[config.mk]
export PLATFORM = sky130hd
export DESIGN_NAME = core_scoreboard
export DESIGN_NICKNAME = d
export VERILOG_FILES = /design/src/rtl/core_scoreboard.sv
export SDC_FILE = /design/constraint.sdc
export NUM_CORES = 1
export LEC_CHECK = 0
export ABC_CLOCK_PERIOD_IN_PS = 4420
export CORE_MARGIN = 2
export CORE_UTILIZATION = 30
export CTS_CLUSTER_DIAMETER = 60
export DETAILED_ROUTE_END_ITERATION = 8
export PLACE_DENSITY = 0.51
export SLEW_MARGIN = 20
export SYNTH_ARGS = -nofsm -noshare
export SYNTH_HDL_FRONTEND = slang
export SYNTH_SLANG_ARGS = --single-unit
[constraint.sdc]
create_clock -name CLK -period 4.42 [get_ports CLK]
set_input_delay 0.884 -clock CLK [delete_from_list [all_inputs] [get_ports CLK]]
set_output_delay 0.884 -clock CLK [all_outputs]
set_load 0.05 [all_outputs]
[src/rtl/core_scoreboard.sv]
// core_scoreboard: in-order issue scoreboard between decode and execute/FPU.
// Tracks outstanding writes to the integer and FP register files. Issue is
// held while a source or destination is pending, or while the in-flight cap
// is reached. Stall cycles are counted, and a sticky flag records bad
// writebacks.
module core_scoreboard #(
    parameter int MAX_OUT = 8,
    parameter int CNT_W   = 6
) (
    input  logic             CLK,
    input  logic             RST,
    input  logic             ISSUE_VALID,
    output logic             ISSUE_READY,
    input  logic [4:0]       RS1_NUM,
    input  logic [4:0]       RS2_NUM,
    input  logic             RS1_USE,
    input  logic             RS2_USE,
    input  logic             RS1_F,
    input  logic             RS2_F,
    input  logic [4:0]       RD_NUM,
    input  logic             RD_WEN,
    input  logic             FRD_WEN,
    input  logic             WB_VALID,
    input  logic [4:0]       WB_NUM,
    input  logic             FWB_VALID,
    input  logic [4:0]       FWB_NUM,
    output logic [CNT_W-1:0] PEND_CNT,
    output logic [31:0]      STALL_CNT,
    output logic             WB_ERR
);

    logic [31:0]      ipend, fpend;
    logic [31:0]      iwb_mask, fwb_mask;
    logic [31:0]      ieff, feff;
    logic [31:0]      ipend_nxt, fpend_nxt;
    logic [CNT_W-1:0] cnt_nxt;
    logic             rs1_haz, rs2_haz, waw_i, waw_f, full;
    logic             new_dest, issue, set_i, set_f;
    logic             iwb_hit, fwb_hit, wb_bad;

    // Hazard detection against pending state with this cycle's writeback
    // already removed, so a result landing now unblocks its consumer now.
    always_comb begin
        iwb_mask = WB_VALID  ? (32'd1 << WB_NUM)  : 32'd0;
        fwb_mask = FWB_VALID ? (32'd1 << FWB_NUM) : 32'd0;
        ieff     = ipend & ~iwb_mask;
        feff     = fpend & ~fwb_mask;
        rs1_haz  = RS1_USE && (RS1_F ? feff[RS1_NUM] : ieff[RS1_NUM]);
        rs2_haz  = RS2_USE && (RS2_F ? feff[RS2_NUM] : ieff[RS2_NUM]);
        waw_i    = RD_WEN  && ieff[RD_NUM];
        waw_f    = FRD_WEN && feff[RD_NUM];
        new_dest = FRD_WEN || (RD_WEN && (RD_NUM != 5'd0));
        // No credit from a same-cycle writeback: the registered count is used.
        full     = new_dest && (PEND_CNT == CNT_W'(MAX_OUT));
        ISSUE_READY = !(rs1_haz || rs2_haz || waw_i || waw_f || full);
        issue    = ISSUE_VALID && ISSUE_READY;
        // FP destination wins if decode flags both files.
        set_f    = issue && FRD_WEN;
        set_i    = issue && RD_WEN && !FRD_WEN && (RD_NUM != 5'd0);
    end

    // Next pending vectors and count; a set on the same register as a
    // writeback overrides the clear.
    always_comb begin
        iwb_hit   = WB_VALID  && ipend[WB_NUM];
        fwb_hit   = FWB_VALID && fpend[FWB_NUM];
        wb_bad    = (WB_VALID && !iwb_hit) || (FWB_VALID && !fwb_hit);
        ipend_nxt = (ipend & ~(iwb_hit ? iwb_mask : 32'd0))
                  | (set_i ? (32'd1 << RD_NUM) : 32'd0);
        fpend_nxt = (fpend & ~(fwb_hit ? fwb_mask : 32'd0))
                  | (set_f ? (32'd1 << RD_NUM) : 32'd0);
        ipend_nxt[0] = 1'b0;
        cnt_nxt   = PEND_CNT + CNT_W'(set_i || set_f)
                  - CNT_W'(iwb_hit) - CNT_W'(fwb_hit);
    end

    // State registers: pending bits, counters and the sticky error flag.
    always_ff @(posedge CLK) begin
        if (RST) begin
            ipend     <= '0;
            fpend     <= '0;
            PEND_CNT  <= '0;
            STALL_CNT <= '0;
            WB_ERR    <= 1'b0;
        end else begin
            ipend    <= ipend_nxt;
            fpend    <= fpend_nxt;
            PEND_CNT <= cnt_nxt;
            if (ISSUE_VALID && !ISSUE_READY && (STALL_CNT != 32'hFFFF_FFFF))
                STALL_CNT <= STALL_CNT + 32'd1;
            if (wb_bad)
                WB_ERR <= 1'b1;
        end
    end

endmodule

==> impl_metrics.csv <==
group,metric,value,unit
global_route,grt_pass1_vias,8477,
sta,max_freq,232,MHz
critical_path,cp.arrival,3.43,ns
synth,ys_seq_area_share,26.6,%
routing,routed_wl,31.3,mm
clock_tree,postCtsHoldBufs,0,
floorplanning,rows,58,
synth,synth-edff-count,0,
power_and_ir_drop,ir_drop,0.196,mV
floorplanning,start_util,30.5,%
critical_path,cp-start-kind,"primary input",
sta,finClkSkew,0.0104,ns
floorplanning,core_area,25200,um^2
global_route,grt_max_degree,67,
synth,syn_inst,906,
global_route,grt_use_total,23.6,%
critical_path,required,3.54,ns
critical_path,path_class,"primary input to primary output",
cells_and_area,multiInputGateArea,5490,um^2
cells_and_area,regArea,2040,um^2
global_route,antenna_found_initial,1,
cells_and_area,final_common_cell,"buf_4",
clock_tree,cts_tree,"built",
floorplanning,fp.dieW,164,um
sta,slew_headroom,54.6,%
job,cap_violations,0,
clock_tree,cts.path.max_buffers,2,
floorplanning,die_area,26900,um^2
routing,wl_per_cell,21.0,um
cells_and_area,fin_nets,1199,
clock_tree,clockRootBuffer,"clkbuf_16",
routing,via_per_inst,5.71,
worst_hold_path,min_path_type,"register to register",
synth,synth_ff_type,"dfxtp_1",
routing,drtPass1Iterations,5,
global_route,grt_first_pass_wirelength,49.1,mm
critical_path,worstPathMaxFanout,5,
cells_and_area,final_util,43.7,%
placed_design,io_buffer_count,75,
cells_and_area,drive_gt1_share,32.5,%
clock_tree,cts_buffers,9,
power_and_ir_drop,p_leak,0.00403,uW
routing,ant_nets,0,
synth,synthArstFlopShare,0,%
global_route,overflow,0,
synth,ys_seq_elements,102,
sta,min_period,4.32,ns
sta,timing_hold_violations_final,0,
synth,synth_fp_nets,953,
synth,synth.avg_cell_area,8.49,um^2
synth,synth_warnings,0,
floorplanning,dieHeight,164,um
critical_path,end_kind,"primary output",
cells_and_area,area.growth.synth_to_final,43.1,%
power_and_ir_drop,cellPowerDensity,208,nW/um^2
placed_design,hpwlAfterDp,24.4,mm
sta,tightestPinTransition,0.681,ns
floorplanning,num_io_pins,76,
power_and_ir_drop,p_total,2290,uW
cells_and_area,num-fill-cells,2504,
routing,vias,8497,
sta,setup_viol,0,
sta,slew_viol_final,0,
placed_design,gp_congestion,0.941,
sta,finalCritPeriodShare,97.6,%
clock_tree,clk_latency,0.36,ns
synth,synth_cell_types,84,
routing,drtIter0Drc,734,
synth,netlist_area,7690,um^2
clock_tree,h-tree-depth,3,
outcome,status,"completed",
routing,drc,0,
cells_and_area,final_cell_mix,"buf_4 (218), dfxtp_1 (102), nor2_1 (65), clkdlybuf4s50_1 (57), nand2_1 (45)",
clock_tree,cts.sinks,102,
clock_tree,path_clk_slew,0.06,ns
-- worst max-delay path: stages --
cell	delay, ns
buf_6	0.10
buf_12	0.12
or4b_4	0.61
o21ai_4	0.20
mux4_2	0.31
a221oi_2	0.07
a211o_1	0.23
and4_4	0.21
nor4_4	0.27
and2_4	0.20
buf_6	0.10
buf_12	0.13
-- final timing paths --
check,depth (start not counted),slack (ns),endpoint,startpoint
hold reg to reg,2,0.48,WB_ERR,WB_ERR
hold / removal,2,0.48,WB_ERR,WB_ERR
setup reg to reg,17,0.72,PEND_CNT[5],ipend[5]
setup / recovery,12,0.10,ISSUE_READY,FWB_NUM[0]
-- metrics by stage --
| step | hold slack, ns | worst slack (ns) | cells | TNS [ns] | instance area [um^2] |
|---|---|---|---|---|---|
| finish | 0.477 | 0.105 | 1488 | 0 | 11000 |
| global route | 0.553 | -0.00268 | 1487 | -0.00268 | 11000 |
| CTS | 0.485 | 0.000660 | 1484 | 0 | 10900 |
| detailed placement | 0.467 | -0.610 | 1459 | -15.70 | 10300 |
| global placement | 0.476 | -0.635 | 1459 | -23.83 | 10300 |
| floorplan | 0.469 | 0.00446 | 906 | 0 | 7750 |
-- logic make-up (layout without fill, tap and decap cells) --
| family | count (synthesis) | after routing | share of synthesized area, % |
|---|---|---|---|
| adder cells (fa/ha/maj) | 11 | 11 | 1.99 |
| XOR/XNOR | 12 | 12 | 1.37 |
| multiplexers | 87 | 87 | 16.0 |
| other | 0 | 1 | 0 |
| AO/OA/AOI/OAI | 272 | 272 | 23.6 |
| buffers and inverters | 102 | 353 | 6.20 |
| flip-flops | 102 | 102 | 26.6 |
| AND/OR/NAND/NOR | 320 | 320 | 24.2 |
-- layer usage --
metal	global-route usage, %	vias to the layer above	part of all wire, %
met5	0	-	0
met4	8.77	0	3.3
met3	5.88	55	9.2
met2	35.4	359	43
met1	32.7	4088	44
li1	-	3995	-
-- cells in the mapped netlist, types with 9 or more instances --
cell / instances / area [um^2]
a21o_1: 10 / 75.1
a21oi_1: 25 / 125
a311oi_1: 9 / 78.8
and3_1: 16 / 100
buf_2: 21 / 105
clkbuf_1: 34 / 128
dfxtp_1: 102 / 2040
ha_1: 9 / 113
inv_1: 25 / 93.8
mux2_1: 10 / 113
mux2_2: 19 / 214
mux2i_1: 31 / 310
mux4_2: 25 / 563
nand2_1: 47 / 176
nand2b_1: 13 / 81.3
nand3_1: 33 / 165
nand4_1: 14 / 87.6
nor2_1: 66 / 248
nor2b_1: 32 / 200
nor3_1: 22 / 110
nor4_1: 10 / 62.6
o211ai_1: 13 / 97.6
o21ai_0: 62 / 310
o21ai_1: 17 / 85.1
o22ai_1: 44 / 275
o2bb2ai_1: 16 / 140
o31ai_1: 10 / 75.1
-- repair_timing --
action,CTS,global route
setup endpoints to repair,5,3
gates cloned,0,0
buffers inserted,9,4
resized for setup,76,57
pin swaps,13,26
-- where the power goes --
group          internal [uW]  switching [uW]  total, uW
sequential               928            9.74        937
combinational            257             316        573
clock                    403             376        779
-- layout make-up --
cell class | count | area share (%)
timing repair buffer | 310 | 24.2
antenna | 1 | 0.0227
clock inverter | 5 | 0.375
inverter | 27 | 0.955
tap | 330 | 3.75
clock buffer | 11 | 2.21
sequential | 102 | 18.6
multi-input combinational | 702 | 49.9
-- flip-flops by register name (all words and copies together) (netlist names) --
name	cells
STALL_CNT	32
fpend	32
PEND_CNT	6
ipend	31
WB_ERR	1
No activity file was read; power rests on OpenSTA's default activity.
